$ cat src/rtl/exe_stage_unit_if.sv
// ID/EX-to-execute bundle: operand/control fields in, EXE/MEM results and
// front-end feedback (stall, Flush, Br_Addr) out.
interface exe_stage_unit_if #(
    parameter int WIDTH = 32
);
    logic             WB_En_in;
    logic             MEM_R_En_in;
    logic             MEM_W_En_in;
    logic [1:0]       BR_Type_in;
    logic [3:0]       EXE_Cmd_in;
    logic [4:0]       dest_in;
    logic [WIDTH-1:0] data1_in;
    logic [WIDTH-1:0] data2_in;
    logic [WIDTH-1:0] readdata2_in;
    logic [WIDTH-1:0] Immediate_in;
    logic [WIDTH-1:0] PC_in;

    logic             stall;
    logic             Flush;
    logic [WIDTH-1:0] Br_Addr;
    logic             WB_En;
    logic             MEM_R_En;
    logic             MEM_W_En;
    logic [4:0]       dest;
    logic [WIDTH-1:0] ALU_Result;
    logic [WIDTH-1:0] ST_Val;

    modport master (
        output WB_En_in, MEM_R_En_in, MEM_W_En_in, BR_Type_in, EXE_Cmd_in,
               dest_in, data1_in, data2_in, readdata2_in, Immediate_in, PC_in,
        input  stall, Flush, Br_Addr, WB_En, MEM_R_En, MEM_W_En, dest,
               ALU_Result, ST_Val
    );

    modport slave (
        input  WB_En_in, MEM_R_En_in, MEM_W_En_in, BR_Type_in, EXE_Cmd_in,
               dest_in, data1_in, data2_in, readdata2_in, Immediate_in, PC_in,
        output stall, Flush, Br_Addr, WB_En, MEM_R_En, MEM_W_En, dest,
               ALU_Result, ST_Val
    );
endinterface

$ cat src/rtl/exe_stage_unit.sv
// Execute stage: single-cycle ALU, branch resolution and a 32-step shift-add
// multiplier that stalls the front end, registered into the EXE/MEM boundary.
module exe_stage_unit #(
    parameter int WIDTH = 32
) (
    input  logic               clk,
    input  logic               rst,
    exe_stage_unit_if.slave    bus
);
    localparam logic [3:0] CMD_ADD = 4'b0000;
    localparam logic [3:0] CMD_SUB = 4'b0010;
    localparam logic [3:0] CMD_AND = 4'b0100;
    localparam logic [3:0] CMD_OR  = 4'b0101;
    localparam logic [3:0] CMD_NOR = 4'b0110;
    localparam logic [3:0] CMD_XOR = 4'b0111;
    localparam logic [3:0] CMD_SLL = 4'b1000;
    localparam logic [3:0] CMD_SRL = 4'b1001;
    localparam logic [3:0] CMD_SRA = 4'b1010;
    localparam logic [3:0] CMD_MUL = 4'b1100;

    typedef enum logic {
        IDLE,
        BUSY
    } state_t;

    state_t           state_q, state_d;
    logic [4:0]       cnt_q, cnt_d;
    logic [WIDTH-1:0] mcand_q, mcand_d;
    logic [WIDTH-1:0] mplier_q, mplier_d;
    logic [WIDTH-1:0] acc_q, acc_d;
    logic [4:0]       m_dest_q, m_dest_d;
    logic             m_wb_q, m_wb_d;
    logic             m_mr_q, m_mr_d;
    logic             m_mw_q, m_mw_d;

    logic             wb_en_q, wb_en_d;
    logic             mem_r_q, mem_r_d;
    logic             mem_w_q, mem_w_d;
    logic [4:0]       dest_q, dest_d;
    logic [WIDTH-1:0] alu_result_q, alu_result_d;
    logic [WIDTH-1:0] st_val_q, st_val_d;

    logic [WIDTH-1:0] alu_res;
    logic [WIDTH-1:0] step_acc;
    logic [4:0]       sh;
    logic             is_mul;
    logic             taken;

    assign is_mul = (bus.EXE_Cmd_in == CMD_MUL);
    assign sh     = bus.data2_in[4:0];

    always_comb begin
        alu_res = '0;
        case (bus.EXE_Cmd_in)
            CMD_ADD: alu_res = bus.data1_in + bus.data2_in;
            CMD_SUB: alu_res = bus.data1_in - bus.data2_in;
            CMD_AND: alu_res = bus.data1_in & bus.data2_in;
            CMD_OR:  alu_res = bus.data1_in | bus.data2_in;
            CMD_NOR: alu_res = ~(bus.data1_in | bus.data2_in);
            CMD_XOR: alu_res = bus.data1_in ^ bus.data2_in;
            CMD_SLL: alu_res = bus.data1_in << sh;
            CMD_SRL: alu_res = bus.data1_in >> sh;
            CMD_SRA: alu_res = $unsigned($signed(bus.data1_in) >>> sh);
            default: alu_res = '0;
        endcase
    end

    always_comb begin
        taken = 1'b0;
        case (bus.BR_Type_in)
            2'b01:   taken = (bus.data1_in == '0);
            2'b10:   taken = (bus.data1_in != bus.data2_in);
            2'b11:   taken = 1'b1;
            default: taken = 1'b0;
        endcase
    end

    // Branch fields on a MUL are ignored, so it never flushes.
    assign bus.Flush   = rst && taken && !is_mul && (state_q == IDLE);
    assign bus.Br_Addr = bus.PC_in + (bus.Immediate_in << 2);
    assign bus.stall   = rst && (((state_q == IDLE) && is_mul) ||
                                 ((state_q == BUSY) && (cnt_q != 5'd31)));

    // Accumulator value after this cycle's iteration; on the last one it is
    // the finished product and goes straight into the output register.
    assign step_acc = acc_q + (mplier_q[0] ? mcand_q : '0);

    always_comb begin
        state_d      = state_q;
        cnt_d        = cnt_q;
        mcand_d      = mcand_q;
        mplier_d     = mplier_q;
        acc_d        = acc_q;
        m_dest_d     = m_dest_q;
        m_wb_d       = m_wb_q;
        m_mr_d       = m_mr_q;
        m_mw_d       = m_mw_q;
        wb_en_d      = 1'b0;
        mem_r_d      = 1'b0;
        mem_w_d      = 1'b0;
        dest_d       = '0;
        alu_result_d = '0;
        st_val_d     = '0;
        case (state_q)
            IDLE: begin
                if (is_mul) begin
                    mcand_d  = bus.data1_in;
                    mplier_d = bus.data2_in;
                    acc_d    = '0;
                    cnt_d    = '0;
                    m_dest_d = bus.dest_in;
                    m_wb_d   = bus.WB_En_in;
                    m_mr_d   = bus.MEM_R_En_in;
                    m_mw_d   = bus.MEM_W_En_in;
                    state_d  = BUSY;
                end else begin
                    wb_en_d      = bus.WB_En_in;
                    mem_r_d      = bus.MEM_R_En_in;
                    mem_w_d      = bus.MEM_W_En_in;
                    dest_d       = bus.dest_in;
                    alu_result_d = alu_res;
                    st_val_d     = bus.readdata2_in;
                end
            end
            BUSY: begin
                acc_d    = step_acc;
                mcand_d  = mcand_q << 1;
                mplier_d = mplier_q >> 1;
                cnt_d    = cnt_q + 5'd1;
                if (cnt_q == 5'd31) begin
                    state_d      = IDLE;
                    wb_en_d      = m_wb_q;
                    mem_r_d      = m_mr_q;
                    mem_w_d      = m_mw_q;
                    dest_d       = m_dest_q;
                    alu_result_d = step_acc;
                end
            end
            default: state_d = IDLE;
        endcase
    end

    always_ff @(posedge clk) begin
        if (!rst) begin
            state_q      <= IDLE;
            cnt_q        <= '0;
            mcand_q      <= '0;
            mplier_q     <= '0;
            acc_q        <= '0;
            m_dest_q     <= '0;
            m_wb_q       <= 1'b0;
            m_mr_q       <= 1'b0;
            m_mw_q       <= 1'b0;
            wb_en_q      <= 1'b0;
            mem_r_q      <= 1'b0;
            mem_w_q      <= 1'b0;
            dest_q       <= '0;
            alu_result_q <= '0;
            st_val_q     <= '0;
        end else begin
            state_q      <= state_d;
            cnt_q        <= cnt_d;
            mcand_q      <= mcand_d;
            mplier_q     <= mplier_d;
            acc_q        <= acc_d;
            m_dest_q     <= m_dest_d;
            m_wb_q       <= m_wb_d;
            m_mr_q       <= m_mr_d;
            m_mw_q       <= m_mw_d;
            wb_en_q      <= wb_en_d;
            mem_r_q      <= mem_r_d;
            mem_w_q      <= mem_w_d;
            dest_q       <= dest_d;
            alu_result_q <= alu_result_d;
            st_val_q     <= st_val_d;
        end
    end

    assign bus.WB_En      = wb_en_q;
    assign bus.MEM_R_En   = mem_r_q;
    assign bus.MEM_W_En   = mem_w_q;
    assign bus.dest       = dest_q;
    assign bus.ALU_Result = alu_result_q;
    assign bus.ST_Val     = st_val_q;
endmodule

$ cat src/flat_wrapper.sv
// flat-port wrapper written by rule: the top's interface ports become plain ports
module exe_stage_unit_flat 
#(
    parameter int WIDTH = 32
)
  (clk, rst, bus_WB_En_in, bus_MEM_R_En_in, bus_MEM_W_En_in, bus_BR_Type_in, bus_EXE_Cmd_in, bus_dest_in, bus_data1_in, bus_data2_in, bus_readdata2_in, bus_Immediate_in, bus_PC_in, bus_stall, bus_Flush, bus_Br_Addr, bus_WB_En, bus_MEM_R_En, bus_MEM_W_En, bus_dest, bus_ALU_Result, bus_ST_Val);
  exe_stage_unit_if #(.WIDTH(WIDTH)) bus_i ();
  input  logic clk;
  input  logic rst;
  input wire logic [$bits(bus_i.WB_En_in)-1:0] bus_WB_En_in;
  input wire logic [$bits(bus_i.MEM_R_En_in)-1:0] bus_MEM_R_En_in;
  input wire logic [$bits(bus_i.MEM_W_En_in)-1:0] bus_MEM_W_En_in;
  input wire logic [$bits(bus_i.BR_Type_in)-1:0] bus_BR_Type_in;
  input wire logic [$bits(bus_i.EXE_Cmd_in)-1:0] bus_EXE_Cmd_in;
  input wire logic [$bits(bus_i.dest_in)-1:0] bus_dest_in;
  input wire logic [$bits(bus_i.data1_in)-1:0] bus_data1_in;
  input wire logic [$bits(bus_i.data2_in)-1:0] bus_data2_in;
  input wire logic [$bits(bus_i.readdata2_in)-1:0] bus_readdata2_in;
  input wire logic [$bits(bus_i.Immediate_in)-1:0] bus_Immediate_in;
  input wire logic [$bits(bus_i.PC_in)-1:0] bus_PC_in;
  output wire logic [$bits(bus_i.stall)-1:0] bus_stall;
  output wire logic [$bits(bus_i.Flush)-1:0] bus_Flush;
  output wire logic [$bits(bus_i.Br_Addr)-1:0] bus_Br_Addr;
  output wire logic [$bits(bus_i.WB_En)-1:0] bus_WB_En;
  output wire logic [$bits(bus_i.MEM_R_En)-1:0] bus_MEM_R_En;
  output wire logic [$bits(bus_i.MEM_W_En)-1:0] bus_MEM_W_En;
  output wire logic [$bits(bus_i.dest)-1:0] bus_dest;
  output wire logic [$bits(bus_i.ALU_Result)-1:0] bus_ALU_Result;
  output wire logic [$bits(bus_i.ST_Val)-1:0] bus_ST_Val;
  assign bus_i.WB_En_in = bus_WB_En_in;
  assign bus_i.MEM_R_En_in = bus_MEM_R_En_in;
  assign bus_i.MEM_W_En_in = bus_MEM_W_En_in;
  assign bus_i.BR_Type_in = bus_BR_Type_in;
  assign bus_i.EXE_Cmd_in = bus_EXE_Cmd_in;
  assign bus_i.dest_in = bus_dest_in;
  assign bus_i.data1_in = bus_data1_in;
  assign bus_i.data2_in = bus_data2_in;
  assign bus_i.readdata2_in = bus_readdata2_in;
  assign bus_i.Immediate_in = bus_Immediate_in;
  assign bus_i.PC_in = bus_PC_in;
  assign bus_stall = bus_i.stall;
  assign bus_Flush = bus_i.Flush;
  assign bus_Br_Addr = bus_i.Br_Addr;
  assign bus_WB_En = bus_i.WB_En;
  assign bus_MEM_R_En = bus_i.MEM_R_En;
  assign bus_MEM_W_En = bus_i.MEM_W_En;
  assign bus_dest = bus_i.dest;
  assign bus_ALU_Result = bus_i.ALU_Result;
  assign bus_ST_Val = bus_i.ST_Val;
  exe_stage_unit #(.WIDTH(WIDTH)) u_core (.clk(clk), .rst(rst), .bus(bus_i));
endmodule
$ cat config.mk
export PLATFORM = sky130hd
export DESIGN_NAME = exe_stage_unit_flat
export DESIGN_NICKNAME = d
export VERILOG_FILES = /design/src/rtl/exe_stage_unit_if.sv /design/src/rtl/exe_stage_unit.sv /design/src/flat_wrapper.sv
export SDC_FILE = /design/constraint.sdc
export NUM_CORES = 1
export LEC_CHECK = 0
export CAP_MARGIN = 30
export CORE_UTILIZATION = 37
export DETAILED_ROUTE_END_ITERATION = 6
export PLACE_DENSITY = 0.66
export SLEW_MARGIN = 20
export SYNTH_ARGS = -nofsm -noshare
export SYNTH_HDL_FRONTEND = slang
export SYNTH_SLANG_ARGS = --single-unit
$ cat constraint.sdc
create_clock -name clk -period 5.7 [get_ports clk]
set_clock_uncertainty 0.05 [all_clocks]
set_input_delay 0.855 -clock clk [delete_from_list [all_inputs] [get_ports clk]]
set_output_delay 0.855 -clock clk [all_outputs]
set_load 0.05 [all_outputs]
======== Word-level counts from Yosys, hierarchy flattened ========
Index checks and enable logic that the tools add are counted.
storage, ports and cells
  register bits after elaboration ......... 182
  input port bits ......................... 176
  output and inout bits ................... 106
  logic and storage cells ................. 86
cells by class
  add/subtract/negate cells ............... 5
  equal/unequal tests ..................... 16
  shift operators ......................... 3
  muxes and demuxes ....................... 29
  bitwise logic cells ..................... 6
  reductions and logical operators ........ 12
operators with widths
  cell                   number
  $pmux W32 S9           1
  $pmux W32 S2           4
  $mux W32               6
  $add A32 B32 Y32       3
  $and A32 B32 Y32       1
  $logic_not A32 Y1      1
  $ne A32 B32 Y1         1
  $not A32 Y32           1
  $or A32 B32 Y32        1
  $shl A32 B5 Y32        1
  $shr A32 B5 Y32        1
  $sshr A32 B5 Y32       1
  $sub A32 B32 Y32       1
  $xor A32 B32 Y32       1
  $pmux W5 S2            2
  $eq A4 B3 Y1 const B   4
  $eq A4 B4 Y1 const B   4
  $mux W5                3
  $mux W1                8
  $pmux W1 S2            4
  $logic_and A1 B1 Y1    6
  $add A5 B1 Y5 const B  1
  $eq A5 B5 Y1 const B   1
  $ne A5 B5 Y1 const B   1
  other kinds (11)       13

======== Longest topological paths before layout ========
  depth in word-level cells ............... 5
  mapped depth ............................ 16
  gate-level depth less buffers ........... 14

======== Worst setup path before layout ========
OpenSTA, ideal clock, no wires.
  path kind ............................... input -> output
  start point ............................. in bus_PC_in[2]
  end point ............................... out bus_Br_Addr[30]
  data arrival time ....................... 4,023 ps
  required time ........................... 4,795 ps
  path slack .............................. 772 ps
  stages on the path ...................... 13
  path buffers ............................ 0
  cells stage by stage .................... ha_1 > inv_1 > fa_1 > nand2b_1 > a21oi_1 > o211ai_1 > a2111oi_2 > o21ai_0 > o311ai_1 > nor3_1 > o21bai_1 > a21oi_1 > xnor2_1
between the ends
  word-level cells in the longest chain between the ends .. 1
ends and longest elaborated chain
  element           line                  source
  from (decl)       flat_wrapper.sv:20    input wire logic [$bits(bus_i.PC_in)-1:0] bus_PC_in;
  $add A32 B32 Y32  exe_stage_unit.sv:80  assign bus.Br_Addr = bus.PC_in + (bus.Immediate_in << 2);
  to (decl)         flat_wrapper.sv:23    output wire logic [$bits(bus_i.Br_Addr)-1:0] bus_Br_Addr;
No other way between the ends.

======== Worst setup path in the final report ========
Same ends and word-level chain as after synthesis.

==> results <==
- The flow ran to the end, and the final reports show no timing, DRC or antenna violations.
- The power share of the clock group is 27.6%.
- Summed over all cells, the static leakage comes to between 9 and 10 nW.
- The final weighted congestion of routability-driven global placement is about 1.0.
- The synthesized design contains between 150 and 200 register bits.
- In the final routed layout, each cell accounts on average for about 25 microns.
- Pin placement for this block handled 282 I/O pins.
- The placement-stage cell area is 22300 sq um.
- The tool flagged a number of max-cap violations equal to 0.
- The cell accounting for the most synthesized area is sky130_fd_sc_hd__dfxtp_1.
- The share of the synthesized area in the top cell type is about a fifth.
- The total clock buffers created by CTS is 17.
- The clock sink total is between 150 and 200.
- The fraction of synthesis flops using an asynchronous set or reset pin is 0%.
- Once layout is complete, the cells apart from fillers number between 3000 and 4000.
- The placed wire-length estimate is between 60 and 70 mm.
- The placeable core area is just under 50000 sq um.
- The number of vias after detailed routing is around 21000.
- The class of the tightest hold or removal check is flip-flop to flip-flop.
- In this run, placement finished with an instance count of 3453.
- The area overhead of the layout relative to synthesis is 22.9%.
- At the worst endpoint, the required time is approximately 4.8 ns.
- The cell area after layout is approximately 23000 sq um.
- The power dissipated by switching net loads is approximately 1.9 mW.
- The chip width is around 230 microns.
- The number of detailed-route iterations in the first pass is 5.
- The commonest non-fill, non-tap cell in the layout is sky130_fd_sc_hd__a21oi_1.
- Cell internal power was estimated by the tool at between 2 and 3 mW.
- During placement, the flow inserted port buffers numbering about 280.
- The floorplan step set the die height to 227 microns.
- The initialized floorplan defines just over 80 standard-cell rows.
- In the layout the commonest cells are sky130_fd_sc_hd__a21oi_1, sky130_fd_sc_hd__nor2_1, sky130_fd_sc_hd__nand2_1, sky130_fd_sc_hd__clkdlybuf4s50_1, sky130_fd_sc_hd__dfxtp_1.
- The cell area that synthesis handed to floorplanning was between 15000 and 20000 sq um.
- In this run, synthesis inferred 0 flip-flops with an integrated enable.
- The number of antenna violations at the first check in global routing is 1.
- The final-report max-slew violation count was 0.
- The maximum fanout along the worst path is 3.
- Headroom to the max-slew limit came out at 31.2%.
- The wire length of the first global-routing pass is about 130 mm.
- The floorplan step defined a die boundary enclosing between 50000 and 60000 sq um.
- The clock period minus worst slack is ~5.5 ns.
- The Yosys step of the flow raised 0 warnings.
- The initial core utilization is ~38%.
- The transition time at the pin with the least slew margin is ~1.0 ns.
- The worst-skew pair later-pin latency is 0.51 ns.
- The power density relative to cell area is 197 nW/um^2.
- The setup path with the least slack is of type input port to output port.
- The number of failing hold endpoints at the final stage is 0.
- Of the total power, the share spent switching nets is a little over two fifths.
- Timing would allow up to between 150 and 200 MHz.
- The number of gates resized after CTS is 0.
- Hold repair after CTS inserted 0 buffers.
- The net count of the mapped netlist is roughly 2900.
- The total power after layout is 4.52 mW.
- The most used flip-flop cell after synthesis is sky130_fd_sc_hd__dfxtp_1.
- After filler insertion, the fill cell instance count of the layout stands at 5054.
- Setup repair after global routing left no endpoint under its margin.
- The post-layout worst setup margin is about 0.24 ns.
- The number of nets in the layout is approximately 3100.
- Per report_power, the combinational group accounts for between 40 and 50% of the total.
- The share of cells above drive strength 1 is under 10%.
- The maximum number of pins on one net before global-route repair is between 80 and 90.
- In the synthesized netlist, the number of instances is around 2600.
- A synthesized cell averages between 7 and 8 sq um.
- The via-per-instance ratio is ~6.2.
- The total setup buffers inserted after CTS is 0.
- The sequential share of the synthesized area is between 10% and 20%.
- The aggregate negative setup slack is 0 ns.
- The arrival time at the worst endpoint is around 4.6 ns.
- The number of antenna-violating nets in the routed design is 0.
- Sorting the synthesized cells by area gives the leading types as sky130_fd_sc_hd__dfxtp_1, sky130_fd_sc_hd__ha_1, sky130_fd_sc_hd__a21oi_1, sky130_fd_sc_hd__nor2_1, sky130_fd_sc_hd__nand2_1.
- STA classifies the critical path startpoint as an input port.
- STA classifies the critical path endpoint as an output port.
- TritonCTS built the clock tree.
- The number of distinct library cells after synthesis is 94.
- The total setup violations reported at the end of the flow is 0.
- The detailed-route wire length is between 80 and 90 mm.
- In the routed design, unresolved DRC markers number 0.
- The part of the power in registers is between 20 and 30%.
- The fraction of the cycle the final worst path needs is between 90% and 100%.
- The H-tree level count is 4.
- The library cell used as clock root buffer is sky130_fd_sc_hd__clkbuf_16.
- The peak supply drop is 0.000222 V.
- The deepest clock path buffer count is 2.
- Hold is met by about 0.42 ns.
- The leftover overflow at the end of global routing is 0.
- The via count of the first global-routing pass is 19900.
- The total track usage is 33.2%.
- The DRC marker count from the first detailed-route iteration is between 2000 and 2500.
- The minimum setup slack after placement is roughly 0.27 ns.
- The clock slew seen by the registers of the worst setup and hold paths is roughly 0.070 ns.
- Measured on the finished design, the core utilization comes to ~46%.
## path summary, 6_finish.rpt
kind	depth (start not counted)	slack, ns	start	end
max	15	0.24	bus_PC_in[2]	bus_Br_Addr[30]
min	2	0.42	u_core.acc_q[6]	u_core.acc_q[6]
max reg2reg	12	2.00	u_core.mplier_q[0]	u_core.bus.ALU_Result[26]
min reg2reg	2	0.42	u_core.acc_q[6]	u_core.acc_q[6]
## metal layers
metal	track usage, %	vias to the layer above	share of wire (%)
li1	-	9787	-
met1	44.3	10300	42
met3	7.98	205	10
met4	17.7	2	5.4
met5	0	-	0.021
met2	49.1	1216	42
## cell type report
type / count / area [sq um] / share of cell area (%)
repair buffers: 385 / 3550 / 15.5
well taps: 664 / 831 / 3.62
multi-input cells: 2102 / 13800 / 60.4
diodes: 1 / 2.50 / 0.0109
clock inverters: 14 / 156 / 0.682
clock buffers: 18 / 439 / 1.92
inverters: 121 / 454 / 1.98
flip-flops and latches: 182 / 3650 / 15.9
## registers in the layout, summed over array words and instances, names as in the netlist
| name | count |
|---|---|
| u_core.m_mw_q | 1 |
| u_core.cnt_q | 5 |
| u_core.m_mr_q | 1 |
| u_core.bus.MEM_R_En | 1 |
| u_core.state_q | 1 |
| u_core.mcand_q | 32 |
| u_core.bus.dest | 5 |
| u_core.m_wb_q | 1 |
| u_core.bus.ALU_Result | 32 |
| u_core.acc_q | 32 |
| u_core.m_dest_q | 5 |
| u_core.bus.WB_En | 1 |
| u_core.mplier_q | 32 |
| u_core.bus.MEM_W_En | 1 |
| u_core.bus.ST_Val | 32 |
## worst max-delay path, cell delays in order
cell and delay [ns]:
sky130_fd_sc_hd__clkdlybuf4s50_1 0.46, sky130_fd_sc_hd__ha_1 0.17, sky130_fd_sc_hd__inv_1 0.06, sky130_fd_sc_hd__fa_1 0.39
sky130_fd_sc_hd__nand2b_1 0.18, sky130_fd_sc_hd__a21oi_1 0.26, sky130_fd_sc_hd__o211ai_1 0.22, sky130_fd_sc_hd__a2111oi_2 0.49
sky130_fd_sc_hd__o21ai_0 0.24, sky130_fd_sc_hd__o311ai_1 0.37, sky130_fd_sc_hd__nor3_1 0.12, sky130_fd_sc_hd__o21bai_1 0.17
sky130_fd_sc_hd__a21oi_1 0.11, sky130_fd_sc_hd__xnor2_1 0.27, sky130_fd_sc_hd__buf_12 0.18
## cell usage after synthesis, types with 6 or more instances
library cell                  n
sky130_fd_sc_hd__o21ai_1      7
sky130_fd_sc_hd__a22o_1      24
sky130_fd_sc_hd__nand2b_1    26
sky130_fd_sc_hd__a31oi_1     22
sky130_fd_sc_hd__a211oi_1    48
sky130_fd_sc_hd__o22ai_1     36
sky130_fd_sc_hd__xor2_1      21
sky130_fd_sc_hd__inv_1      117
sky130_fd_sc_hd__o21ai_0    144
sky130_fd_sc_hd__and3_1      13
sky130_fd_sc_hd__dfxtp_1    182
sky130_fd_sc_hd__nand2_1    296
sky130_fd_sc_hd__nor4_1      16
sky130_fd_sc_hd__nand3_1     47
sky130_fd_sc_hd__and2_1      70
sky130_fd_sc_hd__o21a_1      12
sky130_fd_sc_hd__o211ai_1    30
sky130_fd_sc_hd__a31o_2       6
sky130_fd_sc_hd__mux2i_1     71
sky130_fd_sc_hd__buf_4       12
sky130_fd_sc_hd__a221o_1     11
sky130_fd_sc_hd__a21oi_1    332
sky130_fd_sc_hd__a211o_1     10
sky130_fd_sc_hd__ha_1       158
sky130_fd_sc_hd__o221ai_1    22
sky130_fd_sc_hd__nand4_1     15
sky130_fd_sc_hd__nor2b_1      7
sky130_fd_sc_hd__mux4_2      21
sky130_fd_sc_hd__a21o_1      28
sky130_fd_sc_hd__buf_1       34
sky130_fd_sc_hd__nor3_1      35
sky130_fd_sc_hd__or2_2        8
sky130_fd_sc_hd__nor2_1     299
sky130_fd_sc_hd__buf_2       23
sky130_fd_sc_hd__a221oi_1     9
sky130_fd_sc_hd__o311ai_0     6
sky130_fd_sc_hd__o2111ai_1    7
sky130_fd_sc_hd__or3_1       10
sky130_fd_sc_hd__a22oi_1     12
sky130_fd_sc_hd__mux2_2      43
sky130_fd_sc_hd__o31ai_1     18
sky130_fd_sc_hd__clkbuf_1   103
sky130_fd_sc_hd__o21bai_1    22
sky130_fd_sc_hd__xnor2_1     41
## power groups by stage
stage                     clock, mW  combinational, mW  sequential [mW]
after global routing           1.32               2.04             1.34
after detailed placement          0               1.89             1.37
after CTS                      1.28               1.90             1.34
final                          1.25               1.94             1.34
after global placement            0               1.88             1.36
after floorplan                   0               1.05             1.47
## cell families after synthesis
logic type	Yosys count	synth area share, %
adders and majority gates	162	11.0
buffers and inverters	296	6.47
xor gates and xnor gates	62	2.91
AOI/OAI and AO/OA	875	30.2
muxes	135	8.94
and+or+nand+nor	868	20.9
DFF	182	19.5
No activity file was read; power rests on OpenSTA's default activity.
